[src/rtl/decode_queue_if.sv]
// rtl/decode_queue_if.sv - decode queue type definitions and fetch/dispatch interface
// Format and operation encodings shared by the decode queue and its clients.

package decode_queue_pkg;

    typedef enum logic [2:0] {
        TY_R = 3'd0,
        TY_I = 3'd1,
        TY_S = 3'd2,
        TY_B = 3'd3,
        TY_U = 3'd4,
        TY_J = 3'd5
    } inst_ty_t;

    typedef enum logic [5:0] {
        OPT_NOP,
        OPT_LUI, OPT_AUIPC, OPT_JAL, OPT_JALR,
        OPT_BEQ, OPT_BNE, OPT_BLT, OPT_BGE, OPT_BLTU, OPT_BGEU,
        OPT_LB, OPT_LH, OPT_LW, OPT_LBU, OPT_LHU,
        OPT_SB, OPT_SH, OPT_SW,
        OPT_ADDI, OPT_SLTI, OPT_SLTIU, OPT_XORI, OPT_ORI, OPT_ANDI,
        OPT_SLLI, OPT_SRLI, OPT_SRAI,
        OPT_ADD, OPT_SUB, OPT_SLL, OPT_SLT, OPT_SLTU,
        OPT_XOR, OPT_SRL, OPT_SRA, OPT_OR, OPT_AND
    } inst_opt_t;

endpackage

interface decode_queue_if;

    logic                        in_valid;
    logic                        in_ready;
    logic [31:0]                 in_inst;
    logic [31:0]                 in_pc;

    logic                        out_valid;
    logic                        out_ready;
    decode_queue_pkg::inst_ty_t  out_ty;
    decode_queue_pkg::inst_opt_t out_opt;
    logic [4:0]                  out_rd;
    logic [4:0]                  out_rs1;
    logic [4:0]                  out_rs2;
    logic                        out_use_rs1;
    logic                        out_use_rs2;
    logic [31:0]                 out_imm;
    logic [31:0]                 out_pc;
    logic [31:0]                 out_target;
    logic                        out_is_ls;
    logic                        out_illegal;

    modport master (
        output in_valid, in_inst, in_pc, out_ready,
        input  in_ready, out_valid, out_ty, out_opt, out_rd, out_rs1, out_rs2,
               out_use_rs1, out_use_rs2, out_imm, out_pc, out_target,
               out_is_ls, out_illegal
    );

    modport slave (
        input  in_valid, in_inst, in_pc, out_ready,
        output in_ready, out_valid, out_ty, out_opt, out_rd, out_rs1, out_rs2,
               out_use_rs1, out_use_rs2, out_imm, out_pc, out_target,
               out_is_ls, out_illegal
    );

endinterface

[src/rtl/decode_queue.sv]
// rtl/decode_queue.sv - circular instruction queue with RV32I decode into a registered dispatch slot
// Head entry is decoded combinationally and captured into the out_* slot when the slot frees up.

module decode_queue
    import decode_queue_pkg::*;
#(
    parameter int DEPTH         = 8,
    parameter int IDX_W         = 3,
    parameter bit CHECK_ILLEGAL = 1'b1
) (
    input  logic          clk,
    input  logic          rst,
    input  logic          rdy,
    input  logic          flush,
    decode_queue_if.slave bus
);

    localparam int CNT_W = IDX_W + 1;
    localparam logic [CNT_W-1:0] FULL_CNT = CNT_W'(DEPTH);

    localparam logic [6:0] OPC_LUI    = 7'h37;
    localparam logic [6:0] OPC_AUIPC  = 7'h17;
    localparam logic [6:0] OPC_JAL    = 7'h6f;
    localparam logic [6:0] OPC_JALR   = 7'h67;
    localparam logic [6:0] OPC_BRANCH = 7'h63;
    localparam logic [6:0] OPC_LOAD   = 7'h03;
    localparam logic [6:0] OPC_STORE  = 7'h23;
    localparam logic [6:0] OPC_OPIMM  = 7'h13;
    localparam logic [6:0] OPC_OP     = 7'h33;

    logic [31:0]      inst_mem [DEPTH];
    logic [31:0]      pc_mem   [DEPTH];
    logic [IDX_W-1:0] head;
    logic [IDX_W-1:0] tail;
    logic [CNT_W-1:0] count;

    logic push;
    logic load;

    assign bus.in_ready = rdy && (count != FULL_CNT);
    assign push = rdy && !flush && bus.in_valid && bus.in_ready;
    assign load = rdy && !flush && (count != '0) && (!bus.out_valid || bus.out_ready);

    always_ff @(posedge clk) begin
        if (push) begin
            inst_mem[tail] <= bus.in_inst;
            pc_mem[tail]   <= bus.in_pc;
        end
    end

    logic [31:0] h_inst;
    logic [31:0] h_pc;
    logic [6:0]  opc;
    logic [2:0]  f3;
    logic [6:0]  f7;
    logic [31:0] imm_i;
    logic [31:0] imm_s;
    logic [31:0] imm_b;
    logic [31:0] imm_u;
    logic [31:0] imm_j;
    logic [31:0] imm_sh;

    assign h_inst = inst_mem[head];
    assign h_pc   = pc_mem[head];
    assign opc    = h_inst[6:0];
    assign f3     = h_inst[14:12];
    assign f7     = h_inst[31:25];

    assign imm_i  = {{20{h_inst[31]}}, h_inst[31:20]};
    assign imm_s  = {{20{h_inst[31]}}, h_inst[31:25], h_inst[11:7]};
    assign imm_b  = {{19{h_inst[31]}}, h_inst[31], h_inst[7], h_inst[30:25], h_inst[11:8], 1'b0};
    assign imm_u  = {h_inst[31:12], 12'b0};
    assign imm_j  = {{11{h_inst[31]}}, h_inst[31], h_inst[19:12], h_inst[20], h_inst[30:21], 1'b0};
    assign imm_sh = {27'b0, h_inst[24:20]};

    inst_ty_t    d_ty;
    inst_opt_t   d_opt;
    logic [31:0] d_imm;
    logic        d_ls;
    logic        wr_rd;
    logic        rd_rs1;
    logic        rd_rs2;
    logic        bad;
    logic        alt;

    // Classify the head entry; field gating for unused registers happens below.
    always_comb begin
        d_ty   = TY_R;
        d_opt  = OPT_NOP;
        d_imm  = '0;
        d_ls   = 1'b0;
        wr_rd  = 1'b0;
        rd_rs1 = 1'b0;
        rd_rs2 = 1'b0;
        bad    = 1'b0;
        alt    = (f7 == 7'h20);
        if (h_inst[1:0] != 2'b11) begin
            bad = 1'b1;
        end else begin
            case (opc)
                OPC_LUI: begin
                    d_ty = TY_U; d_opt = OPT_LUI; d_imm = imm_u; wr_rd = 1'b1;
                end
                OPC_AUIPC: begin
                    d_ty = TY_U; d_opt = OPT_AUIPC; d_imm = imm_u; wr_rd = 1'b1;
                end
                OPC_JAL: begin
                    d_ty = TY_J; d_opt = OPT_JAL; d_imm = imm_j; wr_rd = 1'b1;
                end
                OPC_JALR: begin
                    d_ty = TY_I; d_opt = OPT_JALR; d_imm = imm_i; wr_rd = 1'b1; rd_rs1 = 1'b1;
                    bad = (f3 != 3'd0);
                end
                OPC_BRANCH: begin
                    d_ty = TY_B; d_imm = imm_b; rd_rs1 = 1'b1; rd_rs2 = 1'b1;
                    case (f3)
                        3'd0:    d_opt = OPT_BEQ;
                        3'd1:    d_opt = OPT_BNE;
                        3'd4:    d_opt = OPT_BLT;
                        3'd5:    d_opt = OPT_BGE;
                        3'd6:    d_opt = OPT_BLTU;
                        3'd7:    d_opt = OPT_BGEU;
                        default: bad = 1'b1;
                    endcase
                end
                OPC_LOAD: begin
                    d_ty = TY_I; d_imm = imm_i; wr_rd = 1'b1; rd_rs1 = 1'b1; d_ls = 1'b1;
                    case (f3)
                        3'd0:    d_opt = OPT_LB;
                        3'd1:    d_opt = OPT_LH;
                        3'd2:    d_opt = OPT_LW;
                        3'd4:    d_opt = OPT_LBU;
                        3'd5:    d_opt = OPT_LHU;
                        default: bad = 1'b1;
                    endcase
                end
                OPC_STORE: begin
                    d_ty = TY_S; d_imm = imm_s; rd_rs1 = 1'b1; rd_rs2 = 1'b1; d_ls = 1'b1;
                    case (f3)
                        3'd0:    d_opt = OPT_SB;
                        3'd1:    d_opt = OPT_SH;
                        3'd2:    d_opt = OPT_SW;
                        default: bad = 1'b1;
                    endcase
                end
                OPC_OPIMM: begin
                    d_ty = TY_I; d_imm = imm_i; wr_rd = 1'b1; rd_rs1 = 1'b1;
                    case (f3)
                        3'd0: d_opt = OPT_ADDI;
                        3'd1: begin
                            d_opt = OPT_SLLI; d_imm = imm_sh; bad = (f7 != 7'h00);
                        end
                        3'd2: d_opt = OPT_SLTI;
                        3'd3: d_opt = OPT_SLTIU;
                        3'd4: d_opt = OPT_XORI;
                        3'd5: begin
                            d_opt = alt ? OPT_SRAI : OPT_SRLI;
                            d_imm = imm_sh;
                            bad   = (f7 != 7'h00) && !alt;
                        end
                        3'd6: d_opt = OPT_ORI;
                        default: d_opt = OPT_ANDI;
                    endcase
                end
                OPC_OP: begin
                    d_ty = TY_R; wr_rd = 1'b1; rd_rs1 = 1'b1; rd_rs2 = 1'b1;
                    // fun7 0x20 is only meaningful for SUB and SRA.
                    bad = (f7 != 7'h00) && !(alt && (f3 == 3'd0 || f3 == 3'd5));
                    case (f3)
                        3'd0:    d_opt = alt ? OPT_SUB : OPT_ADD;
                        3'd1:    d_opt = OPT_SLL;
                        3'd2:    d_opt = OPT_SLT;
                        3'd3:    d_opt = OPT_SLTU;
                        3'd4:    d_opt = OPT_XOR;
                        3'd5:    d_opt = alt ? OPT_SRA : OPT_SRL;
                        3'd6:    d_opt = OPT_OR;
                        default: d_opt = OPT_AND;
                    endcase
                end
                default: bad = 1'b1;
            endcase
        end
    end

    inst_ty_t    s_ty;
    inst_opt_t   s_opt;
    logic [4:0]  s_rd;
    logic [4:0]  s_rs1;
    logic [4:0]  s_rs2;
    logic [31:0] s_imm;
    logic [31:0] s_target;

    assign s_ty     = bad ? TY_R : d_ty;
    assign s_opt    = bad ? OPT_NOP : d_opt;
    assign s_rd     = (wr_rd && !bad) ? h_inst[11:7] : 5'd0;
    assign s_rs1    = (rd_rs1 && !bad) ? h_inst[19:15] : 5'd0;
    assign s_rs2    = (rd_rs2 && !bad) ? h_inst[24:20] : 5'd0;
    assign s_imm    = bad ? 32'd0 : d_imm;
    assign s_target = h_pc + s_imm;

    always_ff @(posedge clk or posedge rst) begin
        if (rst) begin
            head            <= '0;
            tail            <= '0;
            count           <= '0;
            bus.out_valid   <= 1'b0;
            bus.out_ty      <= TY_R;
            bus.out_opt     <= OPT_NOP;
            bus.out_rd      <= '0;
            bus.out_rs1     <= '0;
            bus.out_rs2     <= '0;
            bus.out_use_rs1 <= 1'b0;
            bus.out_use_rs2 <= 1'b0;
            bus.out_imm     <= '0;
            bus.out_pc      <= '0;
            bus.out_target  <= '0;
            bus.out_is_ls   <= 1'b0;
            bus.out_illegal <= 1'b0;
        end else if (rdy) begin
            if (flush) begin
                // Slot data is left in place; only the valid bit and pointers drop.
                head          <= '0;
                tail          <= '0;
                count         <= '0;
                bus.out_valid <= 1'b0;
            end else begin
                if (push) begin
                    tail <= tail + 1'b1;
                end
                if (load) begin
                    head            <= head + 1'b1;
                    bus.out_valid   <= 1'b1;
                    bus.out_ty      <= s_ty;
                    bus.out_opt     <= s_opt;
                    bus.out_rd      <= s_rd;
                    bus.out_rs1     <= s_rs1;
                    bus.out_rs2     <= s_rs2;
                    bus.out_use_rs1 <= rd_rs1 && !bad;
                    bus.out_use_rs2 <= rd_rs2 && !bad;
                    bus.out_imm     <= s_imm;
                    bus.out_pc      <= h_pc;
                    bus.out_target  <= s_target;
                    bus.out_is_ls   <= d_ls && !bad;
                    bus.out_illegal <= CHECK_ILLEGAL && bad;
                end else if (bus.out_ready) begin
                    bus.out_valid <= 1'b0;
                end
                case ({push, load})
                    2'b10:   count <= count + 1'b1;
                    2'b01:   count <= count - 1'b1;
                    default: count <= count;
                endcase
            end
        end
    end

endmodule

[src/flat_wrapper.sv]
// flat-port wrapper written by rule: the top's interface ports become plain ports
module decode_queue_flat import decode_queue_pkg::*;
#(
    parameter int DEPTH         = 8,
    parameter int IDX_W         = 3,
    parameter bit CHECK_ILLEGAL = 1'b1
)
  (clk, rst, rdy, flush, bus_in_valid, bus_in_inst, bus_in_pc, bus_out_ready, bus_in_ready, bus_out_valid, bus_out_ty, bus_out_opt, bus_out_rd, bus_out_rs1, bus_out_rs2, bus_out_use_rs1, bus_out_use_rs2, bus_out_imm, bus_out_pc, bus_out_target, bus_out_is_ls, bus_out_illegal);
  decode_queue_if bus_i ();
  input  logic clk;
  input  logic rst;
  input  logic rdy;
  input  logic flush;
  input wire logic [$bits(bus_i.in_valid)-1:0] bus_in_valid;
  input wire logic [$bits(bus_i.in_inst)-1:0] bus_in_inst;
  input wire logic [$bits(bus_i.in_pc)-1:0] bus_in_pc;
  input wire logic [$bits(bus_i.out_ready)-1:0] bus_out_ready;
  output wire logic [$bits(bus_i.in_ready)-1:0] bus_in_ready;
  output wire logic [$bits(bus_i.out_valid)-1:0] bus_out_valid;
  output wire logic [$bits(bus_i.out_ty)-1:0] bus_out_ty;
  output wire logic [$bits(bus_i.out_opt)-1:0] bus_out_opt;
  output wire logic [$bits(bus_i.out_rd)-1:0] bus_out_rd;
  output wire logic [$bits(bus_i.out_rs1)-1:0] bus_out_rs1;
  output wire logic [$bits(bus_i.out_rs2)-1:0] bus_out_rs2;
  output wire logic [$bits(bus_i.out_use_rs1)-1:0] bus_out_use_rs1;
  output wire logic [$bits(bus_i.out_use_rs2)-1:0] bus_out_use_rs2;
  output wire logic [$bits(bus_i.out_imm)-1:0] bus_out_imm;
  output wire logic [$bits(bus_i.out_pc)-1:0] bus_out_pc;
  output wire logic [$bits(bus_i.out_target)-1:0] bus_out_target;
  output wire logic [$bits(bus_i.out_is_ls)-1:0] bus_out_is_ls;
  output wire logic [$bits(bus_i.out_illegal)-1:0] bus_out_illegal;
  assign bus_i.in_valid = bus_in_valid;
  assign bus_i.in_inst = bus_in_inst;
  assign bus_i.in_pc = bus_in_pc;
  assign bus_i.out_ready = bus_out_ready;
  assign bus_in_ready = bus_i.in_ready;
  assign bus_out_valid = bus_i.out_valid;
  assign bus_out_ty = bus_i.out_ty;
  assign bus_out_opt = bus_i.out_opt;
  assign bus_out_rd = bus_i.out_rd;
  assign bus_out_rs1 = bus_i.out_rs1;
  assign bus_out_rs2 = bus_i.out_rs2;
  assign bus_out_use_rs1 = bus_i.out_use_rs1;
  assign bus_out_use_rs2 = bus_i.out_use_rs2;
  assign bus_out_imm = bus_i.out_imm;
  assign bus_out_pc = bus_i.out_pc;
  assign bus_out_target = bus_i.out_target;
  assign bus_out_is_ls = bus_i.out_is_ls;
  assign bus_out_illegal = bus_i.out_illegal;
  decode_queue #(.DEPTH(DEPTH), .IDX_W(IDX_W), .CHECK_ILLEGAL(CHECK_ILLEGAL)) u_core (.clk(clk), .rst(rst), .rdy(rdy), .flush(flush), .bus(bus_i));
endmodule
[config.mk]
export PLATFORM = sky130hd
export DESIGN_NAME = decode_queue_flat
export DESIGN_NICKNAME = d
export VERILOG_FILES = /design/src/rtl/decode_queue_if.sv /design/src/rtl/decode_queue.sv /design/src/flat_wrapper.sv
export SDC_FILE = /design/constraint.sdc
export NUM_CORES = 1
export LEC_CHECK = 0
export CORE_ASPECT_RATIO = 0.9
export CORE_MARGIN = 3
export CORE_UTILIZATION = 30
export DETAILED_ROUTE_END_ITERATION = 10
export SETUP_SLACK_MARGIN = 0.1
export SLEW_MARGIN = 5
export SYNTH_ARGS = -nofsm -noshare
export SYNTH_HDL_FRONTEND = slang
export SYNTH_SLANG_ARGS = --single-unit
export TNS_END_PERCENT = 100
[constraint.sdc]
create_clock -name clk -period 17.3 [get_ports clk]
set_input_delay 4.325 -clock clk [delete_from_list [all_inputs] [get_ports clk]]
set_output_delay 4.325 -clock clk [all_outputs]
set_load 0.01 [all_outputs]
==> out/metrics.yaml, run 1 <==
run_status: "finished clean"
layout-drive-gt1-share_pct: 18.94
grt_setup_unrepaired: "no"
synth_cell_types: 80
post_cts_resized: 0
grt_use_total_pct: 15.93
n_fill_cell: 8332
chipWidth_um: 323.9
post-route-period-util_pct: 58.90
finalHoldViolCount: 0
fp.dieArea_um2: 94630
finalCriticalPeriod_ns: 10.19
path_max_fanout: 16
critPathLaunchType: "input port"
tritoncts: "built"
path_clk_slew_ns: 0.06
drt_iter0_markers: 1537
final_max_slew_viol_count: 0
whs_path_depth: 2
synth_area_um2: 27290
ios: 196
syn_nets: 1751
grt_pass1_wl_mm: 110.5
cts_root_buf: "clkbuf_16"
synth-async-reset-ratio_pct: 20.87
r2r_cells: 21
htreeDepth: 3
power_mw: 4.865
area_delta_synth_final_pct: 20.68
slew_headroom_pct: 23.82
yosys.area.top_type: "edfxtp_1"
netlist_instances: 1644
grt_use_met2_pct: 24.72
grt-ovfl-total: 0
multi_input_area_um2: 8125
viasPerCell: 5.204
final_nets: 1964
dp_hpwl_mm: 49.83
dr.pass1.iters: 6
tightestPinTransition_ns: 1.114
synth_edf_count: 512
r2r_start: "u_core.head[2]"
critical_path_class: "in -> out"
vdd_ir_drop_max_mv: 0.07807
synth.avg_cell_area_um2: 16.60
die_h_um: 292.1
use_met1_pct: 21.84
clk_latency_ns: 0.62
r2r_setup_slack_ns: 8.92
grt_max_degree: 70
remaining_drc_errors: 0
r2r-end: "u_core.bus.out_target[31]"
fin_hold_ws_ns: 0.4777
vias: 16030
synth_top_flop_cell: "edfxtp_1"
finalSetupViolations: 0
required_ns: 12.98
gp_congestion: 0.8813
core.rowCount: 104
use_met3_pct: 4.837
area.sequential_um2: 18760
min_to: "u_core.bus.out_target[13]"
ant_nets: 0
grt_pass1_vias: 16180
cts_setup_buffers: 0
clock-skew-final_ns: 0.02514
synth.top_cell.area_share_pct: 56.33
cp-end-kind: "primary output"
clockBufferDepth: 3
max_freq_ghz: 0.09814
start_util_pct: 30.40
antenna_found_initial: 18
finalSetupTns_ns: 0
crit_arrival_ns: 5.86
ys_top_cells_by_area: "edfxtp_1, dfrtp_1, mux4_2, mux2_2, nand2_1"
wl_per_cell_um: 24.70
min_path_type: "reg -> reg"
hold_buffers: 0
cts_made_buffers: 67
grt-busiest-layer: "met2"
synth-seq-area-share_pct: 68.71
powerDensity_nw_per_um2: 147.7
wirelength_mm: 76.09
yosys_warnings: 0
cts.sinks: 647
drv_cap: 0
design.core.area_um2: 89790
p_leak_nw: 11.13
hp-start: "u_core.bus.out_target[13]"
ys_ff_latch: 647
port_buffers: 195
-- how the worst max path moves through the flow --
stage                             from               endpoint  depth (start not counted)
final                              rdy           bus_in_ready                          3
after global routing               rdy           bus_in_ready                          3
after CTS                          rdy           bus_in_ready                          3
after detailed placement           rdy           bus_in_ready                          3
after global placement             rdy           bus_in_ready                          3
after floorplan           bus_in_valid  u_core.inst_mem[1][0]                          5
-- routing by layer --
metal | share of wire, % | vias to the layer above
li1 | - | 6938
met1 | 43 | 8240
met2 | 46 | 685
met3 | 8.8 | 146
met4 | 2.4 | 18
met5 | 0.25 | -
-- metrics by stage --
stage	area, µm²	util, %	setup WS, ns	instances
4_1_cts	32930	36.67	7.120	3077
3_5_place_dp	30630	34.11	7.122	2954
6_report	32940	36.68	7.111	3080
2_1_floorplan	27290	-	7.533	1644
5_1_grt	32930	36.68	7.004	3078
3_3_place_gp	30630	34.11	7.142	2954
-- final cells by class --
cell class	count	area share, %
clock inverters	43	1.558
multi-input cells	885	24.67
well taps	1166	4.430
clock buffers	80	5.425
inverters	36	0.4255
repair buffers	220	6.496
diodes	3	0.02279
flip-flops and latches	647	56.97
-- flip-flops by register name, indices dropped and copies added, names as in the netlist, 3 cells and up --
name,cells
u_core.bus.out_ty,3
u_core.bus.out_rs2,5
u_core.bus.out_opt,6
u_core.bus.out_rs1,5
u_core.bus.out_pc,32
u_core.inst_mem,256
u_core.head,3
u_core.count,4
u_core.bus.out_rd,5
u_core.bus.out_imm,32
u_core.pc_mem,256
u_core.bus.out_target,32
u_core.tail,3
-- cell families (layout without fill, tap and decap cells) --
logic type	Yosys count	after routing	synth area share (%)
AOI/OAI and AO/OA	285	285	7.221
buffers and inverters	112	379	1.765
other	0	3	0
muxes	232	232	14.47
and+or+nand+nor	300	300	5.034
DFF	647	647	68.71
xor gates and xnor gates	31	31	1.045
adders and majority gates	37	37	1.751
-- cells in the final DEF, fill, tap and decap left out, drive strengths merged, types with 21 or more instances in the layout --
master	Yosys	routed
edfxtp	512	512
clkdlybuf4s50	0	195
dfrtp	135	135
nand2	134	134
mux4	118	118
mux2	88	88
clkbuf	38	80
o21ai	67	67
nor2	67	67
a21oi	63	63
inv	36	39
ha	35	35
clkinv	0	30
o31ai	28	28
mux2i	26	26
buf	38	25
a22o	24	24
nor3	22	22
nand3	21	21
-- synthesized netlist by cell type, types with 20 or more instances --
library cell and instances:
edfxtp_1 512, dfrtp_1 135, nand2_1 134, mux4_2 110, mux2_2 86, nor2_1 67, o21ai_0 64, a21oi_1 62
clkbuf_1 38, inv_1 36, ha_1 35, mux2i_1 25, a22o_1 24, o31ai_1 24, nand3_1 21, nor3_1 20
-- critical path: stages --
cell             delay (ns)
clkdlybuf4s50_1        0.80
and2_1                 0.20
clkdlybuf4s50_1        0.53
-- where the power goes --
part           total (mW)  internal [mW]  switching, mW  leakage [nW]
clock network        1.50          0.883          0.621          1.14
registers            1.94           1.80          0.139          6.36
logic                1.42          0.654          0.770          3.63
total                4.86           3.33           1.53          11.1
Power figures use the tool's default switching activity.
==> run 2: changes to the inputs <==
clock period = 10.1 ns   (was 17.3 ns; I/O delays follow)
==> out/metrics.yaml, run 2 (same netlist as run 1, synthesis figures left out) <==
fin_ws_ns: 2.722
viasPerCell: 5.135
critPathLaunchType: "flop"
core.rowCount: 104
wl_per_cell_um: 24.98
path_max_fanout: 37
htreeDepth: 3
cts.sinks: 647
max_freq_ghz: 0.1355
start_util_pct: 30.40
vdd_ir_drop_max_mv: 0.1255
cpMostUsedCell: "a21oi_1"
reg_top3: "u_core.inst_mem x256, u_core.pc_mem x256"
crit_slowest_cell: "a2111oi_0"
path_clk_slew_ns: 0.06
tightestPinTransition_ns: 1.008
wirelength_mm: 77.08
clockBufferDepth: 3
drt_iter0_markers: 1464
critical_path_class: "reg -> reg"
cts_made_buffers: 68
clock-skew-final_ns: 0.04599
path_cells: "buf_4, mux4_1, mux2i_2, a21oi_1, o22ai_1, a22oi_1, o221ai_2, o21bai_4, or2_1, nor2_1, ha_1, a21oi_1, o21ai_0, a21oi_1, a211oi_1, a2111oi_0, o31ai_1, a211oi_1, xnor3_1, o21ai_1"
min_path_type: "reg -> reg"
grt-ovfl-total: 0
final_max_slew_viol_count: 0
final_nets: 1968
grt_max_degree: 152
chipWidth_um: 323.9
ios: 196
hold_buffers: 0
slew_headroom_pct: 31.06
finalSetupTns_ns: 0
crit_arrival_ns: 7.91
grt_use_total_pct: 16.10
finalSetupViolations: 0
final_common_cell: "edfxtp_1"
design.core.area_um2: 89790
grt_setup_unrepaired: "no"
p_leak_nw: 11.10
place_ws_ns: 2.709
cp-end-kind: "flop"
cts_root_buf: "clkbuf_16"
port_buffers: 195
mostFrequentLayoutCells: "edfxtp_1, clkdlybuf4s50_1, nand2_1"
finalCriticalPeriod_ns: 7.378
vias: 15850
fp.dieArea_um2: 94630
cts_setup_buffers: 0
layout-drive-gt1-share_pct: 19.09
grt_pass1_vias: 16240
area_delta_synth_final_pct: 20.62
die_h_um: 292.1
cp_num_buf_inv: 1
post_cts_resized: 0
gp_congestion: 0.8742
run_status: "finished clean"
post-route-period-util_pct: 73.05
remaining_drc_errors: 0
power_mw: 8.319
ant_nets: 0
dr.pass1.iters: 5
dp_hpwl_mm: 51.18
powerDensity_nw_per_um2: 252.7
drv_cap: 0
crit_family: "compound AO/OA/AOI/OAI gates"
critPathMaxStageDelay_ns: 0.91
antenna_found_initial: 8
required_ns: 10.63
grt_pass1_wl_mm: 111.6
finalHoldViolCount: 0
clk_latency_ns: 0.63
tritoncts: "built"
run 2: cell types whose count changed in the layout (fill, tap and decap cells not counted):
cell	change
clkinv_16	+3
bufinv_16	-7
clkbuf_1	+8
clkinv_8	-3
clkbuf_8	+6
clkinv_2	-7
clkinvlp_4	+4
inv_6	+4
clkinv_1	-6
buf_4	+2
inv_16	-1
clkinv_4	+2
buf_12	+1
run 2: area by class of cell:
cell class | instances | area [µm²]
Antenna cell | 3 | 7.507
Clock buffer | 94 | 1899
Clock inverter | 32 | 349.1
Fill cell | 8383 | 56870
Inverter | 36 | 140.1
Multi-Input combinational cell | 885 | 8125
Sequential cell | 647 | 18760
Tap cell | 1166 | 1459
Timing Repair Buffer | 223 | 2175
run 2: layer usage:
layer	share of wire (%)	track usage, %
met2	46	25.12
met4	1.8	3.629
met5	0.075	0.8081
met1	43	21.75
met3	9.2	5.371
run 2: final timing paths:
check	depth (start not counted)	end	start	slack, ns
min in group asynchronous	2	u_core.count[2]	rst	2.39
hold / removal	2	u_core.bus.out_imm[9]	u_core.bus.out_imm[9]	0.48
max in group asynchronous	4	u_core.bus.out_pc[24]	rst	6.09
setup / recovery	20	u_core.bus.out_target[31]	u_core.head[0]	2.72
hold reg to reg	2	u_core.bus.out_imm[9]	u_core.bus.out_imm[9]	0.48
setup reg to reg	20	u_core.bus.out_target[31]	u_core.head[0]	2.72
run 2: metrics by stage:
stage | utilization, % | hold slack (ns) | instances | instance area, µm²
final | 36.66 | 0.4798 | 3086 | 32920
after global routing | 36.66 | 0.5089 | 3086 | 32920
after detailed placement | 34.15 | 0.4653 | 2957 | 30660
after floorplan | - | 0.5115 | 1644 | 27290
after CTS | 36.66 | 0.4850 | 3083 | 32910
after global placement | 34.15 | 0.4682 | 2957 | 30660
run 2: worst reg2reg max path, cell delays in order (launching register included):
cell       delay [ns]
dfrtp_4          0.89
buf_4            0.53
mux4_1           0.66
mux2i_2          0.47
a21oi_1          0.18
o22ai_1          0.16
a22oi_1          0.11
o221ai_2         0.31
o21bai_4         0.45
or2_1            0.53
nor2_1           0.09
ha_1             0.35
a21oi_1          0.17
o21ai_0          0.14
a21oi_1          0.24
a211oi_1         0.16
a2111oi_0        0.91
o31ai_1          0.27
a211oi_1         0.30
xnor3_1          0.27
o21ai_1          0.12
run 2: power breakdown:
| group | switching, mW | internal (mW) | leakage, nW |
|---|---|---|---|
| sequential | 0.241 | 3.08 | 6.36 |
| clock | 1.09 | 1.40 | 1.08 |
| combinational | 1.37 | 1.14 | 3.66 |
